File: src/rtl/control_unit_pkg.sv
// Shared opcode map, field widths and decode bundle for the accumulator sequencer.
package control_unit_pkg;

    localparam int unsigned OPCODE_WIDTH  = 4;
    localparam int unsigned OPERAND_WIDTH = 4;

    typedef enum logic [OPCODE_WIDTH-1:0] {
        OP_NOP = 4'h0,
        OP_ADD = 4'h1,
        OP_SUB = 4'h2,
        OP_LD  = 4'h3,
        OP_AND = 4'h4,
        OP_OR  = 4'h5,
        OP_XOR = 4'h6,
        OP_NOT = 4'h7,
        OP_ST  = 4'h8,
        OP_JMP = 4'h9,
        OP_JZ  = 4'hA,
        OP_HLT = 4'hF
    } opcode_e;

    // 0xB..0xE are unassigned and execute as NOP while flagging illegal.
    function automatic logic op_defined(input logic [OPCODE_WIDTH-1:0] op);
        return !(op inside {[4'hB:4'hE]});
    endfunction

endpackage

File: src/rtl/control_unit_instr_decoder.sv
// Combinational opcode classifier feeding the control_unit EXEC strobes.
module instr_decoder
    import control_unit_pkg::*;
(
    input  logic [OPCODE_WIDTH-1:0] op,
    output logic                    is_alu,
    output logic                    is_carry,
    output logic                    is_store,
    output logic                    is_jump,
    output logic                    is_jz,
    output logic                    is_halt,
    output logic                    is_illegal
);

    always_comb begin
        is_alu     = 1'b0;
        is_carry   = 1'b0;
        is_store   = 1'b0;
        is_jump    = 1'b0;
        is_jz      = 1'b0;
        is_halt    = 1'b0;
        is_illegal = !op_defined(op);
        case (op)
            OP_ADD,
            OP_SUB: begin
                is_alu   = 1'b1;
                is_carry = 1'b1;
            end
            OP_LD,
            OP_AND,
            OP_OR,
            OP_XOR,
            OP_NOT: is_alu   = 1'b1;
            OP_ST:  is_store = 1'b1;
            OP_JMP: is_jump  = 1'b1;
            OP_JZ:  is_jz    = 1'b1;
            OP_HLT: is_halt  = 1'b1;
            default: ;
        endcase
    end

endmodule

File: src/rtl/control_unit.sv
// Three-cycle fetch/latch/execute sequencer driving the accumulator ALU and register file.
module control_unit
    import control_unit_pkg::*;
#(
    parameter int unsigned PC_WIDTH    = 4,
    parameter int unsigned INSTR_WIDTH = 8
) (
    input  logic                    clk,
    input  logic                    rst_n,
    input  logic                    run,
    output logic [PC_WIDTH-1:0]     prog_addr,
    input  logic [INSTR_WIDTH-1:0]  prog_data,
    input  logic                    acc_zero,
    output logic [OPCODE_WIDTH-1:0] opcode,
    output logic                    alu_ce,
    output logic                    cy_ce,
    output logic [3:0]              reg_sel,
    output logic                    reg_we,
    output logic                    busy,
    output logic                    halted,
    output logic                    illegal
);

    typedef enum logic [2:0] {
        S_IDLE,
        S_FETCH,
        S_LATCH,
        S_EXEC,
        S_HALTED
    } state_e;

    state_e                 state_q, state_d;
    logic [PC_WIDTH-1:0]    pc_q, pc_d;
    logic [INSTR_WIDTH-1:0] ir_q, ir_d;
    logic                   illegal_q, illegal_d;

    logic is_alu, is_carry, is_store, is_jump, is_jz, is_halt, is_illegal;
    logic [PC_WIDTH-1:0] pc_inc, jump_target;

    assign opcode      = ir_q[INSTR_WIDTH-1 -: OPCODE_WIDTH];
    assign reg_sel     = ir_q[OPERAND_WIDTH-1:0];
    assign prog_addr   = pc_q;
    assign illegal     = illegal_q;
    assign pc_inc      = pc_q + PC_WIDTH'(1);
    assign jump_target = PC_WIDTH'(ir_q[OPERAND_WIDTH-1:0]);

    instr_decoder u_dec (
        .op         (opcode),
        .is_alu     (is_alu),
        .is_carry   (is_carry),
        .is_store   (is_store),
        .is_jump    (is_jump),
        .is_jz      (is_jz),
        .is_halt    (is_halt),
        .is_illegal (is_illegal)
    );

    always_ff @(posedge clk or negedge rst_n) begin
        if (!rst_n) begin
            state_q   <= S_IDLE;
            pc_q      <= '0;
            ir_q      <= '0;
            illegal_q <= 1'b0;
        end else begin
            state_q   <= state_d;
            pc_q      <= pc_d;
            ir_q      <= ir_d;
            illegal_q <= illegal_d;
        end
    end

    // Strobes decode from the registered state so an async reset kills them at once.
    always_comb begin
        state_d   = state_q;
        pc_d      = pc_q;
        ir_d      = ir_q;
        illegal_d = illegal_q;
        alu_ce    = 1'b0;
        cy_ce     = 1'b0;
        reg_we    = 1'b0;
        busy      = 1'b0;
        halted    = 1'b0;
        case (state_q)
            S_IDLE: begin
                if (run) begin
                    state_d = S_FETCH;
                    pc_d    = '0;
                end
            end
            S_FETCH: begin
                busy    = 1'b1;
                state_d = S_LATCH;
            end
            S_LATCH: begin
                busy    = 1'b1;
                ir_d    = prog_data;
                state_d = S_EXEC;
            end
            S_EXEC: begin
                busy   = 1'b1;
                alu_ce = is_alu;
                cy_ce  = is_carry;
                reg_we = is_store;
                if (is_illegal) begin
                    illegal_d = 1'b1;
                end
                if (is_halt) begin
                    state_d = S_HALTED;
                end else begin
                    state_d = S_FETCH;
                    if (is_jump || (is_jz && acc_zero)) begin
                        pc_d = jump_target;
                    end else begin
                        pc_d = pc_inc;
                    end
                end
            end
            S_HALTED: begin
                halted = 1'b1;
                if (run) begin
                    state_d = S_FETCH;
                    pc_d    = '0;
                end
            end
            default: state_d = S_IDLE;
        endcase
    end

endmodule
File: config.mk
export PLATFORM = sky130hd
export DESIGN_NAME = control_unit
export DESIGN_NICKNAME = d
export VERILOG_FILES = /design/src/rtl/control_unit_pkg.sv /design/src/rtl/control_unit_instr_decoder.sv /design/src/rtl/control_unit.sv
export SDC_FILE = /design/constraint.sdc
export NUM_CORES = 1
export LEC_CHECK = 0
export BUFFER_PORTS_ARGS = -buffer_cell sky130_fd_sc_hd__buf_2
export CORE_AREA = 4 4 46 48
export CTS_BUF_LIST = sky130_fd_sc_hd__clkbuf_16
export DETAILED_ROUTE_END_ITERATION = 12
export DIE_AREA = 0 0 50 52
export PLACE_DENSITY_LB_ADDON = 0.05
export SYNTH_ARGS = -nofsm -noshare
export SYNTH_HDL_FRONTEND = slang
export SYNTH_SLANG_ARGS = --single-unit
File: constraint.sdc
create_clock -name clk -period 3.5 [get_ports clk]
set_clock_uncertainty 0.05 [all_clocks]
set_input_delay 0.175 -clock clk [delete_from_list [all_inputs] [get_ports clk]]
set_output_delay 0.175 -clock clk [all_outputs]
set_load 0.02 [all_outputs]
==> impl_metrics.py <==
metrics = {
    "worst_setup_path": {
        "worstSetupPathType": "reg2reg",
        "start_kind": "flop",
        "reg2reg_slack_ps": 1740,
        "crit_path_max_fanout": 8,
        "end_kind": "flop",
        "r2r-start": "state_q[2]",
        "reg2reg_to": "prog_addr[2]",
        "reg2regPathDepth": 4,
        "crit_required_ps": 3620,
        "cp.arrival_ps": 1880,
    },
    "sta": {
        "slew_violations": 0,
        "relSlewSlack": 0.556,
        "finalCriticalPeriod_ps": 1760,
        "tightestPinTransition_ps": 663,
        "tns_ps": 0,
        "setup_viol": 0,
        "rsz0062_at_grt": "false",
        "fmax_ghz": 0.567,
        "hold_viol": 0,
        "fin_crit_sh": 0.503,
    },
    "yosys": {
        "synthDistinctLibCells": 31,
        "synth.most_common_cell": "dfrtp_1",
        "ys_async_sr_fraction": 1.00,
        "synth_ff_type": "dfrtp_1",
        "syn_area_um2": 868,
        "netlist_instances": 85,
        "synth.area.top_cells": "dfrtp_1, mux2_2, nand3_1",
        "yosys_warnings": 0,
        "synth_top_cell_area_share": 0.461,
        "synth_edf_count": 0,
        "yosysSeqAreaShare": 0.461,
        "ys_ff_latch": 16,
        "synth_area_leader_cell": "dfrtp_1",
        "yosys-top-cells-count": "dfrtp_1, mux2_2, nand3_1, nor2_1, nand2_1",
        "syn_area_per_cell_um2": 10.2,
        "synth_fp_nets": 98,
    },
    "min_path": {
        "holdCritStartpoint": "run",
        "hp-class": "in2reg",
        "hold_end": "state_q[2]",
        "holdPathStages": 2,
    },
    "power": {
        "power_density_nw_per_um2": 1060,
        "vdd_ir_drop_max_uv": 540,
        "p_leak_nw": 0.531,
        "p_seq_frac": 0.326,
        "p_clk_frac": 0.193,
        "total_power_mw": 1.18,
        "switchingPower_uw": 512,
        "power_switching_share": 0.433,
        "internal_power_uw": 669,
        "p_comb_frac": 0.481,
    },
    "flow_run": {
        "drv_cap": 0,
    },
    "global_routing": {
        "grt_max_degree": 17,
        "grt_pass1_wl_mm": 3.23,
        "grt_usage": 0.170,
        "antenna_found_initial": 0,
        "grt_pass1_vias": 711,
        "grt_overflow_total": 0,
    },
    "clocking": {
        "cts_resized": 0,
        "path_clk_slew_ps": 50,
        "clock_latency_ps": 250,
        "cts_tree": "done",
        "post-cts-setup-buffer-count": 0,
        "clock_path_buffers": 2,
        "htreeDepth": 1,
        "ctsRootBufferMaster": "clkbuf_16",
        "clkSinkCount": 16,
        "cts_made_buffers": 3,
    },
    "floorplan": {
        "dieWidth_um": 50,
        "rows": 15,
        "ios": 30,
        "core-area_um2": 1710,
        "dieArea_um2": 2600,
        "die_h_um": 52,
        "start_util": 0.508,
    },
    "drt": {
        "drtIter0Drc": 10,
        "firstDrtPassIters": 4,
        "routed_wl_mm": 1.93,
        "final_antenna_net_count": 0,
        "wl_per_cell_um": 13.7,
        "via_per_inst": 5.21,
        "drc_errors": 0,
        "route.vias.total": 734,
    },
    "layout": {
        "layout-drive-gt1-share": 0.379,
        "final_util": 0.651,
        "area_growth_pct": 28.1,
        "final_nets": 130,
        "finalInstanceArea_um2": 1110,
        "diodes": 0,
    },
    "place": {
        "gp_congestion": 0.844,
        "dp_hpwl_mm": 1.41,
        "portBuffers": 29,
        "place_area_um2": 1020,
    },
    "outcome": {
        "status": "completed",
    },
}
## repair_timing
| item | CTS | global route |
|---|---|---|
| setup endpoints to repair | 0 | 0 |
| hold endpoints to repair | 16 | 0 |
| hold buffers | 1 | 0 |
## cell families after synthesis
group           after synthesis  synth area share
compound gates               10            0.0821
xor+xnor                      3            0.0303
fa+ha+maj                     1            0.0144
buf+inv                       4            0.0288
flops                        16             0.461
mux                          10             0.127
simple gates                 41             0.257
## metal layers
metal / GRT usage / vias to the layer above / share of wire
li1: - / 363 / -
met1: 0.207 / 342 / 0.47
met2: 0.267 / 25 / 0.45
met3: 0.0487 / 4 / 0.068
met4: 0.0968 / 0 / 0.017
met5: 0 / - / 0
## worst max path at each step
stage          slack (ps)           end        from  cells past startpoint
3_5_place_dp         1740  prog_addr[2]  state_q[2]                      4
5_1_grt              1650  prog_addr[2]  state_q[2]                      4
2_1_floorplan        1680  prog_addr[2]     ir_q[4]                      6
3_3_place_gp         1800  prog_addr[2]  state_q[2]                      4
6_report             1740  prog_addr[2]  state_q[2]                      4
4_1_cts              1730  prog_addr[2]  state_q[2]                      4
## stage by stage
step	worst slack, ps	hold slack (ps)	instances
floorplan	1680	-171	85
global placement	1800	56.4	136
detailed placement	1740	63.6	136
CTS	1730	88.7	141
global route	1650	102	141
finish	1740	90.0	141
## flip-flops by register name (all words and copies together), names as in the netlist
register and count:
illegal 1, ir_q 8, prog_addr 4, state_q 3
## area by class of cell
| type | instances | area (µm²) |
|---|---|---|
| Fill cell | 142 | 596 |
| Multi-Input combinational cell | 65 | 443 |
| Sequential cell | 16 | 400 |
| Timing Repair Buffer | 30 | 155 |
| Clock buffer | 3 | 75.1 |
| Tap cell | 25 | 31.3 |
| Clock inverter | 1 | 3.75 |
| Inverter | 1 | 3.75 |
## critical path, stage by stage (launching register included)
cell      delay (ps)
dfrtp_1          410
nand3b_2         280
or2_1            360
or4b_4           510
o211ai_2          80
## layout by cell type (no fill, tap or decap), drive strengths merged
cell / netlist / final
dfrtp: 16 / 16
inv: 1 / 1
a21oi: 2 / 2
nand3: 8 / 8
o22ai: 1 / 1
clkinv: 0 / 1
mux2: 8 / 8
nor4: 2 / 2
and4: 1 / 1
xor2: 1 / 1
nand2b: 6 / 6
nand3b: 2 / 2
dlygate4sd3: 0 / 1
or4b: 1 / 1
buf: 3 / 29
o31ai: 1 / 1
a22o: 1 / 1
mux2i: 2 / 2
nor2b: 2 / 2
clkbuf: 0 / 3
a211o: 1 / 1
nand2: 7 / 7
nor3: 2 / 2
o211ai: 1 / 1
ha: 1 / 1
nor2: 8 / 8
xnor2: 2 / 2
o21ai: 2 / 2
a21o: 1 / 1
or2: 2 / 2
## power by group through the flow
stage	Combinational, mW	Clock (mW)	Sequential [mW]
after global placement	0.563	0	0.378
final	0.568	0.228	0.384
after detailed placement	0.570	0	0.385
after global routing	0.627	0.243	0.400
after floorplan	0.375	0	0.434
after CTS	0.574	0.230	0.383
Note: power is estimated with default switching activity, not from simulation.
